## src/rtl/ps_bc_bus_arbiter_if.sv

```systemverilog
`default_nettype none
// ============================================================================
// Module   : ps_bc_bus_arbiter_if
// Purpose  : Bundles the request/grant handshake and the bus-connect select
//            outputs between the PS decoder and the PS bus arbiter.
// Signals  : ps_req[3:0]        level requests (imm, stack, DM, ureg)
//            ps_popstck         stack request is a pop
//            ps_dm_wrb          DM request is a write
//            ps_ureg_add[3:0]   source register address
//            ps_dm_wait[W-1:0]  DM wait states for the access
//            ps_gnt[3:0]        one-hot grant
//            ps_done            final-cycle pulse of a transaction
//            ps_bc_drr_slct     registered drr select
//            ps_bc_di_slct      registered di select
//            ps_stall           decode stall
// Modports : master = decoder side, slave = arbiter side
// Revision : 1.0 - initial release
// ============================================================================
interface ps_bc_bus_arbiter_if #(
    parameter int WAIT_W = 2
);
    logic [3:0]        ps_req;
    logic              ps_popstck;
    logic              ps_dm_wrb;
    logic [3:0]        ps_ureg_add;
    logic [WAIT_W-1:0] ps_dm_wait;
    logic [3:0]        ps_gnt;
    logic              ps_done;
    logic [1:0]        ps_bc_drr_slct;
    logic [1:0]        ps_bc_di_slct;
    logic              ps_stall;

    modport master (
        output ps_req, ps_popstck, ps_dm_wrb, ps_ureg_add, ps_dm_wait,
        input  ps_gnt, ps_done, ps_bc_drr_slct, ps_bc_di_slct, ps_stall
    );

    modport slave (
        input  ps_req, ps_popstck, ps_dm_wrb, ps_ureg_add, ps_dm_wait,
        output ps_gnt, ps_done, ps_bc_drr_slct, ps_bc_di_slct, ps_stall
    );
endinterface
`default_nettype wire

```

## src/rtl/ps_bc_bus_arbiter.sv

```systemverilog
`default_nettype none
// ============================================================================
// Module   : ps_bc_bus_arbiter
// Purpose  : Arbitrates the shared PS data-bus connect between the immediate
//            load, stack push/pop, DM access and ureg transfer requesters.
//            Holds one grant for the whole transaction (including DM wait
//            states) and drives the registered bus-connect select codes.
// Ports    : clk    - system clock, rising edge
//            rst_n  - asynchronous active-low reset
//            bus    - ps_bc_bus_arbiter_if.slave (requests, grant, done,
//                     drr/di selects, stall)
// Revision : 1.0 - initial release
// ============================================================================
module ps_bc_bus_arbiter #(
    parameter int WAIT_W = 2
) (
    input  wire logic             clk,
    input  wire logic             rst_n,
    ps_bc_bus_arbiter_if.slave    bus
);

    typedef enum logic [1:0] {
        S_IDLE = 2'd0,
        S_XFER = 2'd1,
        S_WAIT = 2'd2
    } state_t;

    localparam logic [1:0]        c_sel_idle = 2'b11;
    localparam logic [WAIT_W-1:0] c_wait_one = {{(WAIT_W-1){1'b0}}, 1'b1};
    localparam logic [WAIT_W-1:0] c_wait_zero = '0;

    // Registered state
    state_t            r_state;
    logic [3:0]        r_gnt;
    logic [1:0]        r_drr;
    logic [1:0]        r_di;
    logic [WAIT_W-1:0] r_wait_cnt;
    logic [1:0]        r_rr_ptr;      // 1..3, first round-robin candidate

    // Next-state values
    state_t            w_state_nxt;
    logic [3:0]        w_gnt_nxt;
    logic [1:0]        w_drr_nxt;
    logic [1:0]        w_di_nxt;
    logic [WAIT_W-1:0] w_wait_nxt;
    logic [1:0]        w_rr_ptr_nxt;

    // Arbitration
    logic              w_done;
    logic              w_dm_pending;
    logic [3:0]        w_req_m;
    logic [3:0]        w_win;
    logic [1:0]        w_src_drr;
    logic [1:0]        w_win_drr;
    logic [1:0]        w_win_di;

    // A DM grant with a non-zero captured wait count does not finish in XFER.
    assign w_dm_pending = r_gnt[2] && (r_wait_cnt != c_wait_zero);

    always_comb begin
        w_done = 1'b0;
        case (r_state)
            S_XFER:  w_done = !w_dm_pending;
            S_WAIT:  w_done = (r_wait_cnt == c_wait_one);
            default: w_done = 1'b0;
        endcase
    end

    // In the done cycle the completing requester is still holding its
    // request; mask it so the next grant goes elsewhere without a bubble.
    assign w_req_m = bus.ps_req & ~(w_done ? r_gnt : 4'b0000);

    // Immediate is fixed highest; stack/DM/ureg rotate from r_rr_ptr.
    always_comb begin
        w_win = 4'b0000;
        if (w_req_m[0]) begin
            w_win = 4'b0001;
        end else begin
            case (r_rr_ptr)
                2'd2: begin
                    if      (w_req_m[2]) w_win = 4'b0100;
                    else if (w_req_m[3]) w_win = 4'b1000;
                    else if (w_req_m[1]) w_win = 4'b0010;
                end
                2'd3: begin
                    if      (w_req_m[3]) w_win = 4'b1000;
                    else if (w_req_m[1]) w_win = 4'b0010;
                    else if (w_req_m[2]) w_win = 4'b0100;
                end
                default: begin
                    if      (w_req_m[1]) w_win = 4'b0010;
                    else if (w_req_m[2]) w_win = 4'b0100;
                    else if (w_req_m[3]) w_win = 4'b1000;
                end
            endcase
        end
    end

    // Source register to drr code for push / DM write / ureg transfer.
    always_comb begin
        case (bus.ps_ureg_add)
            4'd0:       w_src_drr = 2'b10;
            4'd1, 4'd2: w_src_drr = 2'b00;
            4'd6, 4'd7: w_src_drr = 2'b01;
            default:    w_src_drr = 2'b11;
        endcase
    end

    // Select codes for the candidate winner, registered alongside the grant.
    always_comb begin
        w_win_di  = c_sel_idle;
        w_win_drr = c_sel_idle;
        case (w_win)
            4'b0001: begin
                w_win_di  = 2'b10;
                w_win_drr = 2'b11;
            end
            4'b0010: begin
                w_win_di  = 2'b01;
                w_win_drr = bus.ps_popstck ? 2'b01 : w_src_drr;
            end
            4'b0100: begin
                w_win_di  = bus.ps_dm_wrb ? 2'b01 : 2'b00;
                w_win_drr = bus.ps_dm_wrb ? w_src_drr : 2'b11;
            end
            4'b1000: begin
                w_win_di  = 2'b01;
                w_win_drr = w_src_drr;
            end
            default: begin
                w_win_di  = c_sel_idle;
                w_win_drr = c_sel_idle;
            end
        endcase
    end

    // Next-state / output logic
    always_comb begin
        w_state_nxt  = r_state;
        w_gnt_nxt    = r_gnt;
        w_drr_nxt    = r_drr;
        w_di_nxt     = r_di;
        w_wait_nxt   = r_wait_cnt;
        w_rr_ptr_nxt = r_rr_ptr;

        if (r_state == S_WAIT) begin
            w_wait_nxt = r_wait_cnt - c_wait_one;
        end
        if (r_state == S_XFER && w_dm_pending) begin
            w_state_nxt = S_WAIT;
        end

        // Only round-robin winners move the pointer, to the slot after them.
        if (w_done) begin
            if (r_gnt[1]) w_rr_ptr_nxt = 2'd2;
            if (r_gnt[2]) w_rr_ptr_nxt = 2'd3;
            if (r_gnt[3]) w_rr_ptr_nxt = 2'd1;
        end

        if (r_state == S_IDLE || w_done) begin
            if (w_win != 4'b0000) begin
                w_state_nxt = S_XFER;
                w_gnt_nxt   = w_win;
                w_drr_nxt   = w_win_drr;
                w_di_nxt    = w_win_di;
                w_wait_nxt  = bus.ps_dm_wait;
            end else begin
                w_state_nxt = S_IDLE;
                w_gnt_nxt   = 4'b0000;
                w_drr_nxt   = c_sel_idle;
                w_di_nxt    = c_sel_idle;
                w_wait_nxt  = c_wait_zero;
            end
        end
    end

    always_ff @(posedge clk or negedge rst_n) begin
        if (!rst_n) begin
            r_state    <= S_IDLE;
            r_gnt      <= 4'b0000;
            r_drr      <= c_sel_idle;
            r_di       <= c_sel_idle;
            r_wait_cnt <= c_wait_zero;
            r_rr_ptr   <= 2'd1;
        end else begin
            r_state    <= w_state_nxt;
            r_gnt      <= w_gnt_nxt;
            r_drr      <= w_drr_nxt;
            r_di       <= w_di_nxt;
            r_wait_cnt <= w_wait_nxt;
            r_rr_ptr   <= w_rr_ptr_nxt;
        end
    end

    assign bus.ps_gnt         = r_gnt;
    assign bus.ps_done        = w_done;
    assign bus.ps_bc_drr_slct = r_drr;
    assign bus.ps_bc_di_slct  = r_di;

    // Held low while in reset even if requests are already asserted.
    assign bus.ps_stall = rst_n && ((|(bus.ps_req & ~r_gnt)) ||
                                    (r_state == S_WAIT) ||
                                    (r_state == S_XFER && w_dm_pending));

endmodule
`default_nettype wire

```

## src/flat_wrapper.sv

```systemverilog
// flat-port wrapper written by rule: the top's interface ports become plain ports
module ps_bc_bus_arbiter_flat 
#(
    parameter int WAIT_W = 2
)
  (clk, rst_n, bus_ps_req, bus_ps_popstck, bus_ps_dm_wrb, bus_ps_ureg_add, bus_ps_dm_wait, bus_ps_gnt, bus_ps_done, bus_ps_bc_drr_slct, bus_ps_bc_di_slct, bus_ps_stall);
  ps_bc_bus_arbiter_if #(.WAIT_W(WAIT_W)) bus_i ();
  input  wire logic clk;
  input  wire logic rst_n;
  input wire logic [$bits(bus_i.ps_req)-1:0] bus_ps_req;
  input wire logic [$bits(bus_i.ps_popstck)-1:0] bus_ps_popstck;
  input wire logic [$bits(bus_i.ps_dm_wrb)-1:0] bus_ps_dm_wrb;
  input wire logic [$bits(bus_i.ps_ureg_add)-1:0] bus_ps_ureg_add;
  input wire logic [$bits(bus_i.ps_dm_wait)-1:0] bus_ps_dm_wait;
  output wire logic [$bits(bus_i.ps_gnt)-1:0] bus_ps_gnt;
  output wire logic [$bits(bus_i.ps_done)-1:0] bus_ps_done;
  output wire logic [$bits(bus_i.ps_bc_drr_slct)-1:0] bus_ps_bc_drr_slct;
  output wire logic [$bits(bus_i.ps_bc_di_slct)-1:0] bus_ps_bc_di_slct;
  output wire logic [$bits(bus_i.ps_stall)-1:0] bus_ps_stall;
  assign bus_i.ps_req = bus_ps_req;
  assign bus_i.ps_popstck = bus_ps_popstck;
  assign bus_i.ps_dm_wrb = bus_ps_dm_wrb;
  assign bus_i.ps_ureg_add = bus_ps_ureg_add;
  assign bus_i.ps_dm_wait = bus_ps_dm_wait;
  assign bus_ps_gnt = bus_i.ps_gnt;
  assign bus_ps_done = bus_i.ps_done;
  assign bus_ps_bc_drr_slct = bus_i.ps_bc_drr_slct;
  assign bus_ps_bc_di_slct = bus_i.ps_bc_di_slct;
  assign bus_ps_stall = bus_i.ps_stall;
  ps_bc_bus_arbiter #(.WAIT_W(WAIT_W)) u_core (.clk(clk), .rst_n(rst_n), .bus(bus_i));
endmodule
```

## config.mk

```make
export PLATFORM = sky130hd
export DESIGN_NAME = ps_bc_bus_arbiter_flat
export DESIGN_NICKNAME = d
export VERILOG_FILES = /design/src/rtl/ps_bc_bus_arbiter_if.sv /design/src/rtl/ps_bc_bus_arbiter.sv /design/src/flat_wrapper.sv
export SDC_FILE = /design/constraint.sdc
export NUM_CORES = 1
export LEC_CHECK = 0
export ABC_AREA = 1
export CORE_MARGIN = 8
export CORE_UTILIZATION = 49
export DETAILED_ROUTE_END_ITERATION = 10
export GPL_TIMING_DRIVEN = 0
export PLACE_DENSITY = 0.89
export SYNTH_ARGS = -nofsm -noshare
export SYNTH_HDL_FRONTEND = slang
export SYNTH_SLANG_ARGS = --single-unit
```

## constraint.sdc

```tcl
create_clock -name clk -period 2.31 [get_ports clk]
set_clock_uncertainty 0.05 [all_clocks]
set_input_delay 0.462 -clock clk [delete_from_list [all_inputs] [get_ports clk]]
set_output_delay 0.462 -clock clk [all_outputs]
set_load 0.05 [all_outputs]
```

==> flow_summary.toml <==
[place]
port_buffers = 23
routabilityCongestion = 0.836
dp_hpwl_mm = 2.03

[power_and_ir_drop]
sw_frac_of_total_pct = 53.5
ir_worst_vdd_mv = 0.983
combPwrFrac_pct = 70.0
switchingPower_uw = 1180
p_int_uw = 1030
p_leak_uw = 0.000645
power-per-cell-area_mw_per_mm2 = 1660
power_uw = 2210
clock_power_share_pct = 8.1
seqPwrFrac_pct = 21.9

[cells_and_area]
final_common_cell = "nand2_1"
drive_above_1_share_pct = 21.3
area_growth_pct = 28.1
final_cell_mix = "nand2_1, clkdlybuf4s50_1, inv_1, nand3_1, nor2_1"
fin_nets = 189
antennaDiodeCount = 0

[detailed_routing]
vias = 1010
postRouteWirelength_mm = 2.45
firstDrtPassIters = 4
vias_per_cell = 5.15
wl_per_cell_um = 12.5
dr.first_iter.drc_count = 16
ant_nets = 0
drc = 0

[grt]
grt_max_degree = 16
antenna_found_initial = 0
grt_overflow = 0
track_usage_pct = 14.5
grt_pass1_vias = 1026
grt_pass1_wl_mm = 4.26

[sta]
period_minus_slack_ns = 2.19
rsz0062_at_grt = "false"
fmaxAchievable_mhz = 458
period_share_pct = 94.6
finalHoldViolations = 0
setup_tns_ns = 0
drv_slew = 0
setup-violations-final = 0
tightest_slew_ns = 0.638
relSlewSlack_pct = 57.5

[floorplan]
placeableCoreArea_mm2 = 0.00198
initial_core_util_pct = 52.3
rows = 16
die_h_um = 62.0
die_w_um = 62.0
boundaryPins = 24
die-area_mm2 = 0.00385

[synthesis]
synth-seq-cells = 14
synthesis.area_mm2 = 0.00104
syn_inst = 142
yosys_warnings = 0
synth.net_count = 161
syn_area_per_cell_um2 = 7.30
yosysSeqAreaShare_pct = 34.4
synthDistinctLibCells = 26

[flow_run]
max_cap_violations = 0

[critical_path]
reg2regPathDepth = 14
end_kind = "primary output"
r2r_setup_slack_ns = 0.33
arrival_ns = 1.67
path_class = "input pin to primary output"
cp.required_ns = 1.80
startpoint_type = "input pin"
cp_max_fo = 4

[hold_path]
min_path_type = "input pin to async pin"

[clocking]
htree_levels = 1
tritoncts = "built"
post-cts-setup-buffers = 0
clockBufferDepth = 2
cts_buffers = 3
worstSkewPairLatency_ns = 0.28
cts_root_buf = "clkbuf_4"
cts_sinks = 14
path_clk_slew_ns = 0.09

[status]
status = "finished clean"
-- power by group through the flow --
stage / clock network, µW / logic [µW] / registers, µW
6_report: 179 / 1550 / 485
3_3_place_gp: 0 / 1510 / 482
3_5_place_dp: 0 / 1560 / 490
4_1_cts: 184 / 1560 / 486
2_1_floorplan: 0 / 957 / 697
5_1_grt: 191 / 1720 / 500
-- worst max-delay path, cell delays in order --
cell and delay (ns):
clkdlybuf4s50_1 0.59, nand2_1 0.11, nand3_1 0.12, o21a_1 0.13, buf_2 0.27
-- flip-flops by register name, indices dropped and copies added, names as in the netlist --
| name | count |
|---|---|
| u_core.bus.ps_bc_di_slct | 2 |
| u_core.bus.ps_bc_drr_slct | 2 |
| u_core.bus.ps_gnt | 4 |
| u_core.r_rr_ptr | 2 |
| u_core.r_state | 2 |
| u_core.r_wait_cnt | 2 |
-- Yosys cell counts --
master / n / area share, %
o21ai_0: 5 / 2.4
o211ai_1: 1 / 0.72
ha_1: 5 / 6.0
nand4_1: 1 / 0.60
nor2_4: 1 / 1.1
inv_1: 17 / 6.2
nand2_1: 34 / 12
a31oi_1: 1 / 0.60
nor3_1: 1 / 0.48
nand3_1: 17 / 8.2
o21bai_1: 2 / 1.4
nor2_2: 2 / 1.2
buf_4: 1 / 0.72
dfstp_2: 5 / 13
inv_4: 1 / 0.60
a21oi_2: 3 / 2.5
nand3_4: 1 / 1.7
a21oi_1: 2 / 0.97
nand3_2: 4 / 3.9
buf_2: 1 / 0.48
inv_2: 2 / 0.72
o21a_1: 2 / 1.4
nor2_1: 14 / 5.1
dfrtp_1: 9 / 22
a32oi_1: 1 / 0.84
nand2_2: 9 / 5.4
-- worst paths after layout --
check / to / from
min reg2reg: u_core.bus.ps_bc_drr_slct[0]$_DFFE_PN1N_ / u_core.bus.ps_bc_drr_slct[0]$_DFFE_PN1N_
min in group clk: u_core.bus.ps_bc_drr_slct[0]$_DFFE_PN1N_ / u_core.bus.ps_bc_drr_slct[0]$_DFFE_PN1N_
max: bus_ps_stall / bus_ps_req[2]
max reg2reg: u_core.r_wait_cnt[0]$_DFFE_PN0P_ / u_core.r_wait_cnt[0]$_DFFE_PN0P_
min: u_core.r_rr_ptr[1]$_DFFE_PN0P_ / rst_n
max in group asynchronous: u_core.r_state[0]$_DFFE_PN0P_ / rst_n
-- per-layer routing --
metal  track usage (%)  vias up  routed length [µm]
li1                  -      511                   -
met1              17.2      472                1050
met2              26.3       27                1270
met3              3.09        0                 123
met4              1.95        0                   0
met5                 0        -                   0
-- layout make-up --
| type | count | area (µm²) |
|---|---|---|
| inverter | 20 | 77.6 |
| timing repair buffer | 23 | 221 |
| tap | 27 | 33.8 |
| sequential | 14 | 357 |
| buffer | 2 | 12.5 |
| clock buffer | 4 | 36.3 |
| fill | 177 | 653 |
| multi-input combinational | 106 | 591 |
-- logic make-up after synthesis --
| family | count (synthesis) | synth area share, % |
|---|---|---|
| flops | 14 | 34.4 |
| compound gates | 17 | 11.0 |
| fa+ha+maj | 5 | 6.03 |
| simple gates | 84 | 39.9 |
| buf+inv | 22 | 8.69 |
-- timing repair --
item	CTS	global route
gates cloned	0	0
endpoints found under the setup margin	2	2
resized for setup	7	5
hold buffers	0	0
-- metrics by stage --
stage	instance area, µm²	util, %	instances	worst slack, ns	hold slack [ns]
finish	1330	67.0	196	0.124	0.247
detailed placement	1300	65.7	192	-0.637	0.407
global placement	1300	65.7	192	-0.616	0.407
global route	1330	67.0	196	0.0208	0.317
CTS	1340	67.6	196	0.00453	0.272
floorplan	1040	-	142	0.399	0.116
No activity file was read; power rests on OpenSTA's default activity.
